`config.mk`:
```
export PLATFORM = sky130hd
export DESIGN_NAME = hit_equation_evaluator
export DESIGN_NICKNAME = d
export VERILOG_FILES = /design/src/rtl/hit_equation_evaluator.sv
export SDC_FILE = /design/constraint.sdc
export NUM_CORES = 1
export LEC_CHECK = 0
export CORE_MARGIN = 3
export CORE_UTILIZATION = 30
export CTS_CLUSTER_DIAMETER = 50
export DETAILED_ROUTE_END_ITERATION = 8
export PLACE_DENSITY_LB_ADDON = 0.2
export SKIP_CTS_REPAIR_TIMING = 1
export SLEW_MARGIN = 30
export SYNTH_ARGS = -nofsm -noshare
export SYNTH_HDL_FRONTEND = slang
export SYNTH_SLANG_ARGS = --single-unit
```
`constraint.sdc`:
```
create_clock -name clk -period 8 [get_ports clk]
set_input_delay 2.4 -clock clk [delete_from_list [all_inputs] [get_ports clk]]
set_output_delay 2.4 -clock clk [all_outputs]
set_load 0.1 [all_outputs]
```
`src/rtl/hit_equation_evaluator.sv`:
```
// Builds "A op B" from collision hit pulses, checks it against the level target and keeps the score.
// Optional build macro HIT_EQ_TIMEOUT_EN adds a frame-based timeout while waiting for the next hit.
module hit_equation_evaluator #(
   parameter int NUMBERS        = 3,
   parameter int VALUE_W        = 4,
   parameter int RESULT_W       = 8,
   parameter int TIMEOUT_FRAMES = 150
) (
   input  logic                       clk,
   input  logic                       resetN,
   input  logic                       startOfFrame,
   input  logic [NUMBERS-1:0]         SingleHitPulse,
   input  logic [1:0]                 operandHit,
   input  logic [NUMBERS*VALUE_W-1:0] numberValues,
   input  logic [RESULT_W-1:0]        targetValue,
   input  logic                       roundClear,
   output logic [NUMBERS-1:0]         numberConsumed,
   output logic [1:0]                 operandConsumed,
   output logic                       correctPulse,
   output logic                       wrongPulse,
   output logic                       timeoutPulse,
   output logic [VALUE_W-1:0]         operandA,
   output logic [VALUE_W-1:0]         operandB,
   output logic                       opSel,
   output logic [RESULT_W-1:0]        resultValue,
   output logic [15:0]                score,
   output logic [2:0]                 roundState
);

   localparam int IDX_W = (NUMBERS > 1) ? $clog2(NUMBERS) : 1;

   typedef enum logic [2:0] {
      IDLE    = 3'd0,
      WAIT_OP = 3'd1,
      WAIT_B  = 3'd2,
      EVAL    = 3'd3,
      REPORT  = 3'd4
   } state_t;

   state_t             state, state_nxt;
   logic [IDX_W-1:0]   a_idx;
   logic               underflow;
   logic               hit_any;
   logic [IDX_W-1:0]   hit_idx;
   logic [VALUE_W-1:0] hit_value;
   logic               capture_a, capture_op, capture_b, do_eval, do_report;
   logic               timeout_hit;

   function automatic logic [15:0] score_step(input logic [15:0] cur, input logic up);
      if (up) return (cur == 16'hFFFF) ? cur : cur + 16'd1;
      else    return (cur == 16'h0000) ? cur : cur - 16'd1;
   endfunction

   // Lowest-index eligible hit wins; in WAIT_B the captured A index is not eligible.
   always_comb begin
      hit_any = 1'b0;
      hit_idx = '0;
      for (int i = NUMBERS - 1; i >= 0; i--) begin
         if (SingleHitPulse[i] && !(state == WAIT_B && IDX_W'(i) == a_idx)) begin
            hit_any = 1'b1;
            hit_idx = IDX_W'(i);
         end
      end
      hit_value = numberValues[int'(hit_idx)*VALUE_W +: VALUE_W];
   end

   always_ff @(posedge clk or negedge resetN) begin
      if (!resetN) state <= IDLE;
      else         state <= state_nxt;
   end

   always_comb begin
      state_nxt  = state;
      capture_a  = 1'b0;
      capture_op = 1'b0;
      capture_b  = 1'b0;
      do_eval    = 1'b0;
      do_report  = 1'b0;
      if (roundClear) begin
         state_nxt = IDLE;
      end else begin
         case (state)
            IDLE: if (hit_any) begin
               capture_a = 1'b1;
               state_nxt = WAIT_OP;
            end
            WAIT_OP: begin
               if (timeout_hit) begin
                  state_nxt = IDLE;
               end else if (operandHit != 2'b00) begin
                  capture_op = 1'b1;
                  state_nxt  = WAIT_B;
               end else if (hit_any) begin
                  capture_a = 1'b1;
               end
            end
            WAIT_B: begin
               if (timeout_hit) begin
                  state_nxt = IDLE;
               end else if (hit_any) begin
                  capture_b = 1'b1;
                  state_nxt = EVAL;
               end
            end
            EVAL: begin
               do_eval   = 1'b1;
               state_nxt = REPORT;
            end
            REPORT: begin
               do_report = 1'b1;
               state_nxt = IDLE;
            end
            default: state_nxt = IDLE;
         endcase
      end
   end

   always_ff @(posedge clk or negedge resetN) begin
      if (!resetN) begin
         numberConsumed  <= '0;
         operandConsumed <= '0;
         correctPulse    <= 1'b0;
         wrongPulse      <= 1'b0;
         operandA        <= '0;
         operandB        <= '0;
         opSel           <= 1'b0;
         resultValue     <= '0;
         underflow       <= 1'b0;
         score           <= '0;
         a_idx           <= '0;
      end else begin
         numberConsumed  <= '0;
         operandConsumed <= '0;
         correctPulse    <= 1'b0;
         wrongPulse      <= 1'b0;
         if (capture_a) begin
            operandA       <= hit_value;
            a_idx          <= hit_idx;
            numberConsumed <= NUMBERS'(1) << hit_idx;
         end
         if (capture_op) begin
            opSel           <= ~operandHit[0];
            operandConsumed <= operandHit[0] ? 2'b01 : 2'b10;
         end
         if (capture_b) begin
            operandB       <= hit_value;
            numberConsumed <= NUMBERS'(1) << hit_idx;
         end
         if (do_eval) begin
            if (opSel) begin
               underflow   <= (operandA < operandB);
               resultValue <= (operandA < operandB) ? '0
                              : RESULT_W'(operandA) - RESULT_W'(operandB);
            end else begin
               underflow   <= 1'b0;
               resultValue <= RESULT_W'(operandA) + RESULT_W'(operandB);
            end
         end
         if (do_report) begin
            if (!underflow && resultValue == targetValue) begin
               correctPulse <= 1'b1;
               score        <= score_step(score, 1'b1);
            end else begin
               wrongPulse <= 1'b1;
               score      <= score_step(score, 1'b0);
            end
         end
      end
   end

`ifdef HIT_EQ_TIMEOUT_EN
   localparam int CNT_W = $clog2(TIMEOUT_FRAMES + 1);
   logic [CNT_W-1:0] frame_cnt;
   logic             in_wait, enter_wait;

   assign in_wait     = (state == WAIT_OP) || (state == WAIT_B);
   assign enter_wait  = (state_nxt != state) && (state_nxt == WAIT_OP || state_nxt == WAIT_B);
   assign timeout_hit = in_wait && startOfFrame && !roundClear
                        && (frame_cnt == CNT_W'(TIMEOUT_FRAMES - 1));

   always_ff @(posedge clk or negedge resetN) begin
      if (!resetN) begin
         frame_cnt    <= '0;
         timeoutPulse <= 1'b0;
      end else begin
         timeoutPulse <= timeout_hit;
         if (enter_wait)                   frame_cnt <= '0;
         else if (in_wait && startOfFrame) frame_cnt <= frame_cnt + CNT_W'(1);
      end
   end
`else
   logic unused_sof;
   assign unused_sof   = startOfFrame & (TIMEOUT_FRAMES > 0);
   assign timeout_hit  = 1'b0;
   assign timeoutPulse = 1'b0;
`endif

   assign roundState = state;

endmodule

```
# Yosys cells after proc, flatten, opt, wreduce, memory -nomap -nowiden
# Index checks and enable logic that the tools add are counted.
# totals
reg_bits	46
input_bits	29
output_inout_bits	44
word_cells	88
# op_classes
add_sub_neg	4
magnitude_cmp	1
eq_ne	13
n_shift	2
n_mux	38
n_bitwise	1
reduce_logical	17
# op_table
operator	count
$mux 16	3
$mux 1	20
$mux 3	6
$add 16x1->16 const B	1
$eq 16x16->1 const B	1
$logic_not 16->1	1
$mux 8	2
$sub 16x1->16 const B	1
$pmux 3 s4	1
$shiftx 12x5->4	1
$mux 2	5
$ne 3x3->1 const B	3
$eq 8x8->1	1
$logic_and 1x1->1	7
$eq 3x2->1 const B	2
$reduce_and 3->1	2
$add 4x4->5	1
$sub 4x4->5	1
$logic_not 1->1	4
$lt 4x4->1	1
$ne 2x2->1 const B	2
$eq 3x1->1 const B	1
$eq 3x3->1 const B	1
$logic_not 3->1	1
other kinds (7)	7

# Logic depth before layout (Yosys ltp)
# Gate-level depths: netlist of the first run.
# logic_depth
depth_word	13
depth_mapped	11

# Least setup slack after synthesis of the first run
# Ideal clock, no wire load.
# synth_path
path_kind	input to register
start	input port targetValue[5]
end	register score[15]
setup_ns	0.159
arrival_time_ns	5.651
t_required_ns	7.841
path_slack_ns	2.190
stages	11
n_path_buf	1
cell_sequence	or4_4 a211oi_2 nand2_1 ha_1 clkbuf_1 a41o_1 a21oi_1 or4b_1 a211oi_1 mux2i_1 xnor2_1
# synth_between
elab_chain_len	4
word_cells_on_any_way	6
classes_between	3 x eq/ne; 1 x mux; 2 x reduce/logical
# synth_lines
element	line_no	text
start: declaration	15	input logic [RESULT_W-1:0] targetValue,
$eq 8x8->1 *	160	if (!underflow && resultValue == targetValue) begin
$logic_and 1x1->1 *	160	
$ne 2x2->1 (no source line)	-	
$reduce_and 3->1 (no source line)	-	
end signal: assignment	162	score <= score_step(score, 1'b1);
end signal: assignment	165	score <= score_step(score, 1'b0);
end: declaration	26	output logic [15:0] score,
# Mark *: on every way between the ends. The rest lies on a longest branch, timed or not.
# A chain may end at the register's enable or synchronous reset.

# Final worst setup path of the first run
# Same ends and word-level chain as after synthesis.

==> results of run 1 <==
-- placed cells by master, fill, tap and decap left out, types with 2 or more instances in the layout --
| cell type | instances |
|---|---|
| a2111oi_0 | 2 |
| a211oi_1 | 4 |
| a21o_1 | 4 |
| a21oi_1 | 21 |
| a2bb2oi_1 | 2 |
| buf_4 | 2 |
| clkbuf_8 | 6 |
| clkdlybuf4s50_1 | 69 |
| clkinvlp_4 | 2 |
| dfrtp_1 | 44 |
| fa_1 | 3 |
| ha_1 | 23 |
| inv_1 | 14 |
| mux2_2 | 6 |
| mux2i_1 | 6 |
| nand2_1 | 51 |
| nand2b_1 | 4 |
| nand3_1 | 7 |
| nand4_1 | 6 |
| nor2_1 | 11 |
| nor2b_1 | 2 |
| nor3_1 | 4 |
| nor4_1 | 7 |
| o21a_1 | 2 |
| o21ai_0 | 16 |
| o21ai_1 | 22 |
| o21bai_1 | 5 |
| o31ai_1 | 2 |
| or2_2 | 2 |
| xnor2_1 | 8 |
| xor2_1 | 13 |
-- worst register-to-register path, delay by kind of cell, from the launching register on --
kind | cells | cell delay, ps
AOI/OAI and AO/OA | 4 | 1300
and+or+nand+nor | 3 | 1140
DFF | 1 | 440
adders and majority gates | 1 | 400
buffers and inverters | 1 | 250
muxes | 1 | 250
xor gates and xnor gates | 1 | 130
-- stage by stage --
stage	hold slack (ps)	instances	instance area, um^2	setup WS, ps	util (%)
5_1_grt	551	528	3920	1710	41.2
3_5_place_dp	511	520	3820	1650	40.2
6_report	527	528	3920	1910	41.2
2_1_floorplan	484	331	3020	2190	-
4_1_cts	533	528	3920	1960	41.2
3_3_place_gp	495	520	3820	1720	40.2
-- power groups by stage --
| stage | Sequential [mW] | Clock, mW | Combinational (mW) |
|---|---|---|---|
| after floorplan | 0.623 | 0 | 0.400 |
| after detailed placement | 0.337 | 0 | 0.895 |
| after CTS | 0.332 | 0.162 | 0.898 |
| after global routing | 0.342 | 0.168 | 0.967 |
| after global placement | 0.334 | 0 | 0.889 |
| final | 0.330 | 0.152 | 0.895 |
-- kinds of logic after synthesis --
group / synth area share (%)
muxes: 5.10
adders and majority gates: 11.5
AOI/OAI and AO/OA: 19.2
other: 0.124
and+or+nand+nor: 17.6
DFF: 36.5
xor gates and xnor gates: 6.10
buffers and inverters: 3.82
-- per-layer routing --
metal  vias up  wire (um)
met4         0         49
met3         2        344
met1      1220       3940
li1       1330          -
met2        60       3400
met5         -          0
-- state kept, by name (all words and copies together) (netlist names) --
signal / cells
a_idx: 2
correctPulse: 1
numberConsumed: 3
opSel: 1
operandA: 4
operandB: 4
operandConsumed: 2
resultValue: 6
roundState: 3
score: 16
underflow: 1
wrongPulse: 1
-- final cells by class --
cell class	instances	area share, %
multi-input combinational	262	45.9
sequential	44	28.1
timing repair buffer	71	18.0
tap	129	4.12
clock buffer	6	2.11
inverter	14	1.34
clock inverter	2	0.383
-- path summary, 6_finish.rpt --
| path | endpoint | slack (ps) |
|---|---|---|
| min reg2reg | resultValue[4] | 530 |
| min | resultValue[4] | 530 |
| max | score[15] | 1910 |
| max reg2reg | score[15] | 4000 |
| min in group asynchronous | resultValue[4] | 2080 |
| max in group asynchronous | operandA[3] | 5490 |
==> flow_summary_export.csv, run 1 <==
group,metric,value,unit
status,outcome,"finished, final reports clean",
power_and_ir_drop,p_total,1.38,mW
timing,drv_slew,0,
final_layout,fillers,977,
power_and_ir_drop,netSwitchingPower,0.745,mW
critical_path,cp_slowest_cell,"or4_4",
clocking,cts_tree,"done",
critical_path,r2r-start,"resultValue[6]",
timing,setup_viol,0,
global_routing,grtUsageTotal,14.1,%
worst_hold_path,hold_path.class,"reg2reg",
clocking,clock-sinks,44,
global_routing,grt_first_pass_wirelength,13.0,mm
global_routing,use_met1,20.0,%
floorplan,placeableCoreArea,9500,um^2
synth,ys_seq_area_share,36.5,%
critical_path,worst-r2r-cell-count,11,
clocking,cts_buffer_depth,2,
detailed_routing,totalWireLength,7.74,mm
critical_path,worstPathRequired,8220,ps
final_layout,drive_gt1_share,6.27,%
detailed_routing,antenna_left,0,
floorplan,start_util,31.7,%
critical_path,path_depth,12,
timing,max_freq,0.164,GHz
critical_path,critPathLaunchType,"input port",
synth,syn_nets,386,
timing,hold_violations,0,
detailed_routing,drcViolationCount,0,
power_and_ir_drop,vdd_drop_max,0.000130,V
floorplan,io_pins,73,
timing,period_minus_slack,6090,ps
detailed_routing,vias,2612,
critical_path,path_buf_inv,2,
power_and_ir_drop,swShare,54.1,%
floorplan,num_rows,35,
detailed_routing,wl_per_cell,14.6,um
critical_path,path_max_fanout,19,
global_routing,grt.overflow.total,0,
timing,worst_slew_pin_slew,982,ps
run,max_cap_viol_count,0,
power_and_ir_drop,leakage,1.75,nW
synth,ys_warn_count,0,
critical_path,critPathArrivalTime,6310,ps
synth,synthArstFlopShare,100,%
final_layout,layout.nets,453,
floorplan,die_area,11300,um^2
detailed_routing,dr.pass1.iters,4,
clocking,path_clk_slew,90,ps
critical_path,crit_start,"targetValue[5]",
power_and_ir_drop,p_int,0.632,mW
worst_hold_path,worstHoldPathCells,2,
synth,yosysMostFrequentCell,"nand2_1",
placed_design,hpwl,5.88,mm
final_layout,area_growth,29.9,%
power_and_ir_drop,clkPwrFrac,11.0,%
global_routing,use_met2,22.0,%
synth,synthDistinctLibCells,59,
clocking,htreeDepth,2,
synth,synth_edf_count,0,
floorplan,die_x,106,um
timing,rsz0062_at_grt,"false",
synth,syn_area,3020,um^2
global_routing,use_met3,3.10,%
synth,ys_ff_latch,44,
clocking,numCtsBuffers,5,
clocking,root_buffer,"clkbuf_8",
worst_hold_path,min-delay-start,"resultValue[4]",
placed_design,place.gp.congestion,0.867,
synth,syn_area_per_cell,9.11,um^2
detailed_routing,viasPerCell,4.95,
synth,synth_top_cells_by_area,"dfrtp_1, ha_1, nand2_1",
clocking,clk_latency,290,ps
timing,finClkSkew,2.91,ps
global_routing,top_usage_layer,"met2",
synth,synth_cells,331,
critical_path,critical_path_class,"in2reg",
critical_path,cp_top_family,"compound AO/OA/AOI/OAI gates",
critical_path,path_cells,"clkdlybuf4s50_1 -> or4_4 -> a211oi_2 -> nand2_1 -> buf_4 -> ha_1 -> a41o_1 -> a21oi_1 -> or4b_1 -> a211oi_1 -> mux2i_1 -> xnor2_1",
final_layout,regArea,1100,um^2
power_and_ir_drop,seq_power_share,24.0,%
floorplan,die_h,106,um
synth,yosys.area.top_type,"dfrtp_1",
timing,period_share,76.1,%
final_layout,diodes,0,
timing,tns,0,ps
critical_path,end_kind,"flop",
placed_design,port_buffers,70,
detailed_routing,drt-initial-drc-count,90,
final_layout,multiInputGateArea,1800,um^2
synth,synthTopCellsByCount,"nand2_1, dfrtp_1, ha_1",
power_and_ir_drop,power_density,351,nW/um^2
timing,relSlewSlack,34.3,%
global_routing,first_global_vias,2596,
synth,synthFlopType,"dfrtp_1",
critical_path,worst_path_largest_cell_delay,540,ps
synth,synth_top_area_share,36.5,%
global_routing,antenna_found_initial,0,
power_and_ir_drop,p_comb_share,65.0,%
global_routing,grt_max_degree,45,
(Power assumes the default switching activity.)
==> run 2, diff against run 1 <==
==> constraint.sdc (replaced) <==
create_clock -name clk -period 6.4 [get_ports clk]
set_input_delay 1.92 -clock clk [delete_from_list [all_inputs] [get_ports clk]]
set_output_delay 1.92 -clock clk [all_outputs]
set_load 0.1 [all_outputs]
==> run 2 against run 1 <==
Compared with the run above:
- cell count up 0.38%
- global-route usage rose by 0.068 points
- routed wire length shrank 1.1%
- via count increased by 1.5%
- first-iteration DRC count increased by 32%
- largest cell class unchanged
- critical path type unchanged
- sequential share of layout area fell by 0.11 points
==> flow_summary_export.csv, run 2 (same netlist as run 1, synthesis figures left out) <==
group,metric,value,unit
status,outcome,"finished, final reports clean",
floorplan,placeableCoreArea,9500,um^2
worst_hold_path,hold_path.class,"reg2reg",
power_and_ir_drop,leakage,1.76,nW
timing,tns,0,ps
power_and_ir_drop,power_density,439,nW/um^2
timing,drv_slew,0,
final_layout,finish.cell_count_without_fillers,530,
placed_design,hpwl,5.96,mm
detailed_routing,drt-initial-drc-count,119,
final_layout,largest_register,"score",
final_layout,fillers,964,
worst_hold_path,min-delay-start,"resultValue[4]",
final_layout,layout.nets,455,
clocking,cts_tree,"done",
placed_design,placedCellCount,522,
global_routing,grt.overflow.total,0,
detailed_routing,antenna_left,0,
global_routing,grt_first_pass_wirelength,13.0,mm
timing,relSlewSlack,34.0,%
global_routing,grt_max_degree,45,
power_and_ir_drop,p_total,1.73,mW
critical_path,r2r-start,"resultValue[6]",
critical_path,critPathArrivalTime,5710,ps
final_layout,multiInputGateArea,1800,um^2
final_layout,regArea,1100,um^2
floorplan,io_pins,73,
clocking,path_clk_slew,90,ps
critical_path,end_kind,"flop",
detailed_routing,viasPerCell,5.00,
global_routing,antenna_found_initial,0,
timing,hold_violations,0,
clocking,root_buffer,"clkbuf_8",
floorplan,die_x,106,um
placed_design,port_buffers,70,
global_routing,grtUsageTotal,14.1,%
detailed_routing,dr.pass1.iters,4,
global_routing,first_global_vias,2573,
floorplan,num_rows,35,
final_layout,largest_register_ffs,16,
clocking,htreeDepth,2,
final_layout,reg.largest.list,"score x16, resultValue x6",
critical_path,worst-r2r-cell-count,10,
power_and_ir_drop,vdd_drop_max,0.000144,V
floorplan,start_util,31.7,%
timing,finClkSkew,4.41,ps
final_layout,drive_gt1_share,6.73,%
final_layout,fin_area,3930,um^2
final_layout,layout_commonest_cell,"clkdlybuf4s50_1",
timing,rsz0062_at_grt,"false",
critical_path,rrSetupSlack,2540,ps
critical_path,critPathLaunchType,"input port",
run,max_cap_viol_count,0,
worst_hold_path,min_to,"resultValue[4]",
timing,setup_viol,0,
clocking,clock-sinks,44,
timing,worst_slew_pin_slew,987,ps
clocking,numCtsBuffers,5,
detailed_routing,wl_per_cell,14.4,um
timing,period_minus_slack,5480,ps
placed_design,place.gp.congestion,0.825,
detailed_routing,drcViolationCount,0,
timing,max_freq,0.182,GHz
final_layout,diodes,0,
timing,period_share,85.6,%
critical_path,critical_path_class,"in2reg",
critical_path,path_max_fanout,11,
worst_hold_path,worstHoldPathCells,2,
clocking,cts_buffer_depth,2,
critical_path,r2r-end,"score[15]",
detailed_routing,vias,2651,
floorplan,die_h,106,um
critical_path,worstPathRequired,6630,ps
final_layout,area_growth,30.4,%
floorplan,die_area,11300,um^2
clocking,clk_latency,300,ps
final_layout,final_cell_mix,"clkdlybuf4s50_1, nand2_1, dfrtp_1, ha_1, o21ai_1",
detailed_routing,totalWireLength,7.65,mm
placed_design,placed_area,3840,um^2
final_layout,finalCoreUtilization,41.4,%
[run 2: cell types whose count changed in the layout (fill, tap and decap cells not counted)]
| cell | previous run | this run |
|---|---|---|
| buf_4 | 2 | 4 |
[run 2: power breakdown]
group / total [mW] / switching [mW] / internal (mW)
clock network: 0.189 / 0.101 / 0.0875
registers: 0.413 / 0.0774 / 0.335
logic: 1.13 / 0.753 / 0.373
[run 2: worst max-delay path, stage by stage]
cell and delay [ps]:
clkdlybuf4s50_1 420, or4_4 540, a211oi_2 340, nand2_1 350, ha_1 480, a41o_1 280
a21oi_1 180, or4b_1 510, a211oi_1 300, mux2i_1 250, xnor2_1 130
[run 2: per-stage QoR]
stage	setup WS (ps)	hold slack (ps)
6_report	919	513
3_5_place_dp	597	499
5_1_grt	674	550
3_3_place_gp	621	495
4_1_cts	917	520
2_1_floorplan	1070	484
[run 2: worst max path at each step]
stage	startpoint	to	slack [ps]	depth (start not counted)
finish	targetValue[5]	score[15]	920	11
detailed placement	targetValue[5]	score[15]	600	11
CTS	targetValue[5]	score[15]	920	11
floorplan	targetValue[5]	score[15]	1070	11
global route	targetValue[5]	score[15]	670	11
global placement	targetValue[5]	score[15]	620	11
[run 2: layout make-up]
class,instances,area share (%)
multi-input combinational,262,45.8
sequential,44,28.0
timing repair buffer,73,18.3
tap,129,4.10
clock buffer,6,2.10
inverter,14,1.34
clock inverter,2,0.382
[run 2: routing by layer]
| metal | up-vias | wire length, um | global-route usage [%] |
|---|---|---|---|
| met5 | - | 0 | 0 |
| met4 | 0 | 101 | 3.52 |
| met1 | 1241 | 3850 | 20.6 |
| li1 | 1340 | - | - |
| met3 | 6 | 406 | 3.04 |
| met2 | 64 | 3290 | 21.2 |
